**src/rtl/fifo_rd_arbiter.sv**
```systemverilog
// Read-side arbiter for the async FIFO: round-robin grant among N_REQ consumers,
// bounded read bursts gated by the empty flag, one-hot steering of returning words.
module fifo_rd_arbiter #(
    parameter int N_REQ  = 4,
    parameter int BURST  = 4,
    parameter int DATA_W = 8
) (
    input  logic              i_rclk,
    input  logic              i_rst,
    input  logic [N_REQ-1:0]  i_req,
    input  logic              i_empty,
    input  logic [DATA_W-1:0] i_rdata,
    output logic              o_ren,
    output logic [N_REQ-1:0]  o_gnt,
    output logic [N_REQ-1:0]  o_rvalid,
    output logic [DATA_W-1:0] o_rdata,
    output logic              o_busy
);
    localparam int RR_W = (N_REQ > 1) ? $clog2(N_REQ) : 1;

    typedef enum logic [1:0] {S_IDLE, S_BURST, S_TAIL} state_t;

    state_t            state_q, state_d;
    logic [N_REQ-1:0]  gnt_q, gnt_d;
    logic [N_REQ-1:0]  rvalid_q, rvalid_d;
    logic [RR_W-1:0]   gidx_q, gidx_d;
    logic [RR_W-1:0]   rr_q, rr_d;
    logic [3:0]        cnt_q, cnt_d;

    logic              pick_found;
    logic [RR_W-1:0]   pick_idx;
    int                scan_k;
    logic              ren;

    // Scan upward from rr, wrapping, for the first active request.
    always_comb begin
        pick_found = 1'b0;
        pick_idx   = rr_q;
        scan_k     = 0;
        for (int i = 0; i < N_REQ; i++) begin
            scan_k = int'(rr_q) + i;
            if (scan_k >= N_REQ) scan_k = scan_k - N_REQ;
            if (!pick_found && i_req[scan_k]) begin
                pick_found = 1'b1;
                pick_idx   = RR_W'(scan_k);
            end
        end
    end

    assign ren = (state_q == S_BURST) && !i_empty && (|(i_req & gnt_q))
                 && (cnt_q != 4'(BURST));

    always_comb begin
        state_d  = state_q;
        gnt_d    = gnt_q;
        gidx_d   = gidx_q;
        rr_d     = rr_q;
        cnt_d    = cnt_q;
        rvalid_d = ren ? gnt_q : '0;
        case (state_q)
            S_IDLE: begin
                if ((|i_req) && !i_empty && pick_found) begin
                    gnt_d   = {{(N_REQ-1){1'b0}}, 1'b1} << pick_idx;
                    gidx_d  = pick_idx;
                    cnt_d   = 4'd0;
                    state_d = S_BURST;
                end
            end
            S_BURST: begin
                if (ren) cnt_d = cnt_q + 4'd1;
                if (!ren || (cnt_q + 4'd1 == 4'(BURST))) state_d = S_TAIL;
            end
            S_TAIL: begin
                // rr advances even for a zero-word burst so an idle grant still rotates
                gnt_d   = '0;
                rr_d    = (gidx_q == RR_W'(N_REQ-1)) ? '0 : gidx_q + 1'b1;
                state_d = S_IDLE;
            end
            default: begin
                state_d = S_IDLE;
                gnt_d   = '0;
            end
        endcase
    end

    always_ff @(posedge i_rclk or posedge i_rst) begin
        if (i_rst) begin
            state_q  <= S_IDLE;
            gnt_q    <= '0;
            rvalid_q <= '0;
            gidx_q   <= '0;
            rr_q     <= '0;
            cnt_q    <= 4'd0;
        end else begin
            state_q  <= state_d;
            gnt_q    <= gnt_d;
            rvalid_q <= rvalid_d;
            gidx_q   <= gidx_d;
            rr_q     <= rr_d;
            cnt_q    <= cnt_d;
        end
    end

    assign o_ren    = ren;
    assign o_gnt    = gnt_q;
    assign o_rvalid = rvalid_q;
    assign o_rdata  = i_rdata;
    assign o_busy   = (state_q != S_IDLE);

endmodule

```
**config.mk**
```make
export PLATFORM = sky130hd
export DESIGN_NAME = fifo_rd_arbiter
export DESIGN_NICKNAME = d
export VERILOG_FILES = /design/src/rtl/fifo_rd_arbiter.sv
export SDC_FILE = /design/constraint.sdc
export NUM_CORES = 1
export LEC_CHECK = 0
export ABC_AREA = 1
export BUFFER_PORTS_ARGS = -buffer_cell sky130_fd_sc_hd__buf_2
export CAP_MARGIN = 5
export CORE_MARGIN = 5
export CORE_UTILIZATION = 56
export DETAILED_ROUTE_END_ITERATION = 16
export GPL_TIMING_DRIVEN = 0
export MAX_ROUTING_LAYER = met4
export PLACE_DENSITY = 0.84
export SLEW_MARGIN = 20
export SYNTH_ARGS = -nofsm -noshare
export SYNTH_HDL_FRONTEND = slang
export SYNTH_SLANG_ARGS = --single-unit
```
**constraint.sdc**
```tcl
create_clock -name i_rclk -period 3.28 [get_ports i_rclk]
set_input_delay 0.656 -clock i_rclk [delete_from_list [all_inputs] [get_ports i_rclk]]
set_output_delay 0.656 -clock i_rclk [all_outputs]
set_load 0.005 [all_outputs]
```
After elaboration in Yosys (flattened, before gate mapping)
Index checks and enable logic that the tools add are counted.

Register bits: 18. Bits of input ports: 15. Output and inout port bits: 18. Word-level logic and storage cells: 91.

$add $sub $neg: 9. $lt $le $gt $ge: 8. Equality and inequality tests: 8. Shifts and indexed selects: 1. Mux-type cells: 34. Bitwise gates (word level): 2. Reduce and logical (&&, ||, !) cells: 23.

Operators by type and width (count): 32-bit by 4-bit less-than comparator with 1-bit output, second input constant (4); 32-bit two-way mux (4); 4-bit two-way mux (4); 4-bit one-hot mux with 2 select lines (2); 2-bit two-way mux (7); 1-bit two-way mux (12); 3-bit by 3-bit subtractor with 4-bit output, second input constant (3); 3-bit greater-or-equal comparator, second input constant (3); 1-bit binary-select mux with 2-bit select (4); 1-bit logical AND (8); 4-bit OR reduction (2); 2-bit by 2-bit adder with 3-bit output, second input constant (2); 2-bit AND reduction (3); 1-bit zero test (5); 4-bit by 1-bit adder with 4-bit output, second input constant (1); 4-bit AND (1); 2-bit equality test, second input constant (2); 4-bit by 3-bit equality test with 1-bit output, second input constant (1); 2-bit inequality test, second input constant (2); 4-bit by 3-bit inequality test with 1-bit output, second input constant (1); 2-bit one-hot mux with 2 select lines (1); 2-bit nonzero test (2); 1-bit by 2-bit << shifter with 4-bit output, first input constant (1); 2-bit by 3-bit subtractor with 4-bit output, second input constant (1); 9 further kinds (9).

Logic depth before layout (Yosys ltp)
Gate-level depths: netlist of the first run.

Word-level depth: 18. Mapped depth: 13. Gate-level depth less buffers: 13.

Worst setup path before layout of the first run
No wires, ideal clock.

Path kind: input to output. Start: input i_req[2]. End: output o_ren. Arrival time: 1.229 ns. Data required time: 2.624 ns. Slack: 1.395 ns. Stages on the path: 4. Buffers on the path: 0. Path through: inv_1 > o22ai_1 > o21ai_2 > inv_1.

Cells in the longest elaborated chain, start to end: 4.

RTL lines: start, declared (line 10) `input logic [N_REQ-1:0] i_req,`; 4-bit AND (line 50) `assign ren = (state_q == S_BURST) && !i_empty && (|(i_req & gnt_q))`; 4-bit OR reduction (line 50); 1-bit logical AND (line 50); 1-bit logical AND (line 51) `&& (cnt_q != 4'(BURST));`; end, declared (line 13) `output logic o_ren,`.

No other way between the ends.

Worst setup path after layout of the first run
Start: register cnt_q[0]. End: output o_ren.

Cells in the longest elaborated chain, start to end: 2.

RTL lines: start, declared (line 28) `logic [3:0] cnt_q, cnt_d;`; start signal, assigned (line 100) `cnt_q <= cnt_d;`; 4-bit by 3-bit inequality test with 1-bit output (line 51); 1-bit logical AND (line 51).

No other way between the ends.

==> flow_summary_export.csv, run 1 <==
group,metric,value,unit
drt,routed_wl,3.01,mm
sta,rsz0062_at_grt,"false",
sta,min_period_over_period,0.712,
power,power_density,836,mW/mm^2
power,combPwrFrac,0.604,
yosys,synth_mux_area_frac,0,
yosys,ys_ff_latch,18,
sta,relSlewSlack,0.558,
drt,drc,0,
placed_design,dp.cells,228,
clock_network,cts_setup_buffers,0,
global_route,grt_max_degree,19,
global_route,grt.total_usage,0.194,
sta,fin_tns_setup,0,ps
hold_path,hp-class,"in -> async",
setup_path,cp.arrival,1680,ps
power,p_int,599,uW
power,swShare,0.509,
global_route,met2_usage,0.352,
setup_path,start_kind,"register",
setup_path,reg2reg_slack,1600,ps
power,pwr-share-seq,0.282,
layout,areaGrowthSynthToFinish,15.1,%
drt,via_per_inst,5.37,
run_status,outcome,"complete, no violations",
setup_path,crit_path_end_kind,"primary output",
clock_network,cts_buffer_depth,2,
floorplan,row_count,17,
clock_network,cts_root_buffer,"clkbuf_4",
layout,layout.cells.non_filler,232,
clock_network,clkTransAtPathRegs,100,ps
layout,fillers,195,
sta,period_minus_slack,2340,ps
setup_path,crit_fanout,10,
yosys,syn_nets,195,
sta,finClkSkew,1.83,ps
floorplan,die_w,57.6,um
clock_network,clock_latency,300,ps
drt,dr_total_vias,1245,
setup_path,critPathBufInv,3,
placed_design,portBuffers,24,
sta,worst_pin_slew,662,ps
yosys,syn-cell-area,0.00127,sq mm
yosys,yosys_warnings,0,
floorplan,die_y,57.6,um
setup_path,timing.rr.start,"rr_q[1]",
layout,drive_gt1_frac,0.299,
layout,nets,224,
setup_path,crit_type,"reg -> out",
sta,slew_viol_final,0,
sta,holdWs,427,ps
clock_network,holdBufCountCts,0,
global_route,antenna_found_initial,0,
global_route,overflow,0,
layout,multiInputGateArea,662,sq um
global_route,gr-usage-met3,0.0498,
global_route,grt_pass1_wl,5.02,mm
floorplan,start_util,0.578,
setup_path,cp_top_family,"flip-flops",
power,p_clk_frac,0.114,
yosys,synth-simple-area-share,0.403,
setup_path,slowest_stage,"dfrtp_1",
yosys,synth_cell_types,24,
yosys,yosysSeqAreaShare,0.356,
setup_path,required,2620,ps
yosys,syn_inst,176,
drt,drt_iter0_markers,39,
setup_path,reg2regPathDepth,12,
sta,clock.fmax,428,MHz
layout,area.sequential,450,sq um
placed_design,gp_congestion,0.875,
sta,finalHoldViolations,0,
setup_path,crit_top_cell,"inv_1",
drt,wire_per_inst,13.0,um
job,maxCapViolCount,0,
setup_path,crit_chain,"inv_1, ha_1, a31oi_1, o21ai_2, inv_1, buf_2",
floorplan,die-area,0.00331,sq mm
setup_path,slowest_delay,450,ps
yosys,synth_top_family_by_area,"simple AND/OR/NAND/NOR gates",
yosys,syn_area_per_cell,7.19,sq um
clock_network,cts_sinks,18,
yosys,synth_xor_area_frac,0.0138,
floorplan,coreArea,0.00219,sq mm
global_route,use_met1,0.208,
placed_design,hpwl,2.40,mm
clock_network,cts_resized,0,
yosys,synth_compound_area_frac,0.0662,
drt,ant_nets,0,
drt,first_pass_iters,4,
clock_network,cts_buffers,3,
floorplan,pin_count,33,
power,irDropWorstVdd,0.430,mV
layout,diodes,0,
setup_path,r2r_end,"o_gnt[0]",
power,leakagePower,0.000839,uW
global_route,grt_busiest_layer,"met2",
clock_network,cts-htree-levels,1,
clock_network,cts_tree,"built",
yosys,synthAdderAreaFrac,0.0395,
global_route,first_global_vias,1216,
power,power_switching,620,uW
sta,final-setup-viol-count,0,
[per-stage QoR]
step / worst slack (ps) / total power (uW) / instance area [sq um] / utilization
after floorplan: 1390 / 904 / 1270 / -
after global placement: 1040 / 1030 / 1420 / 0.649
after detailed placement: 982 / 1070 / 1420 / 0.649
after CTS: 962 / 1210 / 1460 / 0.665
after global routing: 783 / 1320 / 1460 / 0.665
final: 944 / 1220 / 1460 / 0.665
[worst register-to-register path, stage by stage, from the launching register on]
cell,delay (ps)
dfrtp_1,490
inv_2,190
nand2_1,90
nand2_2,130
nand2_2,80
nand2_4,100
nand2_2,70
nand2_1,60
nand3_1,90
nand3_2,100
nand2_2,70
nand2_1,70
nand2_1,50
[cell type report]
cell class | count | area share
Buffer | 10 | 0.0541
Clock buffer | 4 | 0.0249
Inverter | 20 | 0.0515
Multi-Input combinational cell | 128 | 0.454
Sequential cell | 18 | 0.309
Tap cell | 28 | 0.0240
Timing Repair Buffer | 24 | 0.0824
[cells by family (layout without fill, tap and decap cells)]
family / after synthesis / in the layout
and+or+nand+nor: 108 / 108
DFF: 18 / 18
buffers and inverters: 30 / 58
adders and majority gates: 4 / 4
AOI/OAI and AO/OA: 14 / 14
xor gates and xnor gates: 2 / 2
[worst max path at each step]
stage	startpoint	endpoint	slack, ps	cells past startpoint
2_1_floorplan	i_req[2]	o_ren	1390	4
3_3_place_gp	i_req[2]	o_ren	1040	6
3_5_place_dp	i_req[2]	o_ren	980	6
4_1_cts	cnt_q[0]	o_ren	960	6
5_1_grt	cnt_q[0]	o_ren	780	6
6_report	cnt_q[0]	o_ren	940	6
[routing by layer]
layer	vias to the layer above	routed length (um)
met4	0	37
met3	4	244
met1	585	1180
met2	45	1550
met5	-	0
li1	611	-
[cell usage in the layout, fill, tap and decap left out, types with 2 or more instances in the layout]
| cell | count |
|---|---|
| nand2_1 | 55 |
| buf_2 | 24 |
| inv_1 | 18 |
| dfrtp_1 | 18 |
| nand3_1 | 17 |
| nand2_2 | 13 |
| nor2_1 | 12 |
| buf_4 | 9 |
| o21ai_0 | 5 |
| nand4_1 | 5 |
| ha_1 | 4 |
| o22ai_1 | 3 |
| clkbuf_4 | 3 |
| a31oi_1 | 2 |
| o21ai_2 | 2 |
| inv_2 | 2 |
| nand3_2 | 2 |
[sequential cells by signal, summed over array words and instances, names as in the netlist]
signal and flops:
rr_q 2, state_q 2, cnt_q 4, gidx_q 2, o_gnt 4, o_rvalid 4
[power by group through the flow]
stage / Clock, uW / Sequential, uW / Combinational, uW
final: 139 / 344 / 736
after global routing: 151 / 350 / 815
after CTS: 139 / 341 / 729
after detailed placement: 0 / 346 / 726
after global placement: 0 / 339 / 694
after floorplan: 0 / 333 / 571
[synth_stat cells]
cell | count | area [sq um]
nor2_1 | 12 | 45.0
inv_2 | 2 | 7.51
nor2_4 | 1 | 11.3
a21oi_1 | 1 | 5.00
buf_4 | 9 | 67.6
nand4_2 | 1 | 12.5
o21ai_0 | 5 | 25.0
nand2_1 | 55 | 206
ha_1 | 4 | 50.1
nand4_1 | 5 | 31.3
nand3_2 | 2 | 20.0
a31oi_1 | 2 | 12.5
o21ai_1 | 1 | 5.00
nand3_1 | 17 | 85.1
buf_6 | 1 | 11.3
inv_1 | 18 | 67.6
xnor2_1 | 1 | 8.76
dfrtp_1 | 18 | 450
o22ai_1 | 3 | 18.8
nand2_2 | 13 | 81.3
xor2_1 | 1 | 8.76
o21ai_2 | 2 | 17.5
or2_2 | 1 | 6.26
nand2_4 | 1 | 11.3
Note: power is estimated with default switching activity, not from simulation.
==> run 2: changes to the inputs <==
--- a/config.mk
+++ b/config.mk
@@ -8,12 +8,13 @@
 export ABC_AREA = 1
 export BUFFER_PORTS_ARGS = -buffer_cell sky130_fd_sc_hd__buf_2
 export CAP_MARGIN = 5
+export CORE_ASPECT_RATIO = 0.5
 export CORE_MARGIN = 5
-export CORE_UTILIZATION = 56
+export CORE_UTILIZATION = 47
 export DETAILED_ROUTE_END_ITERATION = 16
 export GPL_TIMING_DRIVEN = 0
 export MAX_ROUTING_LAYER = met4
-export PLACE_DENSITY = 0.84
+export PLACE_DENSITY = 0.75
 export SLEW_MARGIN = 20
 export SYNTH_ARGS = -nofsm -noshare
 export SYNTH_HDL_FRONTEND = slang
==> constraint.sdc (replaced) <==
create_clock -name i_rclk -period 2.1 [get_ports i_rclk]
set_input_delay 0.42 -clock i_rclk [delete_from_list [all_inputs] [get_ports i_rclk]]
set_output_delay 0.42 -clock i_rclk [all_outputs]
set_load 0.005 [all_outputs]
==> flow_summary_export.csv, run 2 (same netlist as run 1, synthesis figures left out) <==
group,metric,value,unit
power,p_clk_frac,0.125,
power,p_int,959,uW
floorplan,pin_count,33,
layout,area.sequential,452,sq um
layout,layout_commonest_cell,"nand2_1",
setup_path,required,1680,ps
placed_design,gp_congestion,0.842,
drt,wire_per_inst,11.3,um
sta,rsz0062_at_grt,"false",
setup_path,slowest_stage,"dfrtp_2",
power,power_switching,930,uW
global_route,overflow,0,
run_status,outcome,"complete, no violations",
clock_network,cts_sinks,18,
clock_network,cts_tree,"built",
setup_path,crit_type,"reg -> out",
drt,via_per_inst,4.95,
hold_path,hp-class,"in -> async",
clock_network,cts_resized,0,
setup_path,critPathBufInv,3,
power,combPwrFrac,0.592,
layout,layout_common_cells,"nand2_1 (55), buf_2 (24), inv_1 (18)",
layout,multiInputGateArea,662,sq um
global_route,use_met1,0.198,
clock_network,cts-htree-levels,1,
floorplan,coreArea,0.00259,sq mm
drt,first_pass_iters,4,
drt,drc,0,
layout,diodes,0,
power,pwr-share-seq,0.283,
job,maxCapViolCount,0,
sta,clock.fmax,510,MHz
clock_network,holdBufCountCts,0,
setup_path,crit_top_cell,"inv_1",
global_route,grt_busiest_layer,"met2",
global_route,grt_max_degree,19,
clock_network,clkTransAtPathRegs,70,ps
power,irDropWorstVdd,0.461,mV
floorplan,die_y,46.7,um
power,leakagePower,0.000838,uW
sta,min_period_over_period,0.934,
drt,dr_total_vias,1189,
clock_network,cts_buffer_depth,2,
setup_path,slowest_delay,410,ps
setup_path,timing.rr.start,"rr_q[1]",
power,swShare,0.492,
layout,drive_gt1_frac,0.300,
clock_network,cts_setup_buffers,0,
power,power_density,1280,mW/mm^2
layout,fillers,249,
drt,routed_wl,2.71,mm
sta,worst_pin_slew,654,ps
sta,period_minus_slack,1960,ps
drt,drt_iter0_markers,57,
setup_path,cp_top_family,"flip-flops",
clock_network,cts_root_buffer,"clkbuf_8",
global_route,grt_pass1_wl,4.86,mm
layout,nets,224,
floorplan,start_util,0.490,
sta,holdWs,249,ps
sta,finalHoldViolations,0,
global_route,gr-usage-met3,0.0411,
setup_path,crit_fanout,10,
setup_path,cp.arrival,1540,ps
sta,final-setup-viol-count,0,
setup_path,crit_path_end_kind,"primary output",
sta,relSlewSlack,0.564,
clock_network,clock_latency,250,ps
floorplan,die_w,83.4,um
sta,finClkSkew,4.69,ps
layout,areaGrowthSynthToFinish,16.5,%
global_route,antenna_found_initial,0,
placed_design,hpwl,2.17,mm
setup_path,start_kind,"register",
sta,fin_tns_setup,0,ps
drt,ant_nets,0,
global_route,grt.total_usage,0.162,
floorplan,row_count,13,
clock_network,cts_buffers,3,
sta,slew_viol_final,0,
floorplan,die-area,0.00390,sq mm
global_route,first_global_vias,1103,
setup_path,crit_chain,"inv_1, ha_1, a31oi_1, o21ai_2, inv_1, buf_2",
global_route,met2_usage,0.274,
setup_path,critPathLaunch,"cnt_q[0]",
placed_design,portBuffers,24,
## run 2: cell count changes in the layout (fill, tap and decap cells not counted), sizes merged
cell / change
clkbuf: -1
## run 2: worst paths after layout
check | cells past startpoint | end | slack [ps]
setup / recovery | 6 | o_ren | 140
hold / removal | 2 | o_gnt[3] | 250
setup reg to reg | 12 | o_gnt[1] | 450
hold reg to reg | 2 | gidx_q[1] | 490
max in group asynchronous | 2 | cnt_q[0] | 1390
min in group i_rclk | 2 | gidx_q[1] | 490
## run 2: final cells by class
class                   count  area share
flip-flops and latches     18       0.306
multi-input cells         128       0.449
clock buffers               3      0.0280
inverters                  20      0.0509
repair buffers             24      0.0814
plain buffers              10      0.0534
well taps                  37      0.0314
## run 2: power groups by stage
| stage | clock network [uW] | logic (uW) | registers, uW |
|---|---|---|---|
| floorplan | 0 | 893 | 520 |
| global placement | 0 | 1090 | 534 |
| detailed placement | 0 | 1110 | 539 |
| CTS | 243 | 1120 | 532 |
| global route | 258 | 1290 | 548 |
| finish | 236 | 1120 | 535 |
## run 2: stage by stage
step	instance area [sq um]	utilization	setup WS, ps	instances	power (uW)
finish	1480	0.570	139	240	1890
global route	1480	0.570	7.87	240	2100
detailed placement	1430	0.554	295	237	1650
global placement	1430	0.554	299	237	1630
floorplan	1270	-	630	176	1410
CTS	1470	0.570	97.7	240	1900
## run 2: metal layers
layer	wire length [um]	up-vias
met2	1290	41
li1	-	608
met5	0	-
met1	1210	538
met4	19	0
met3	188	2
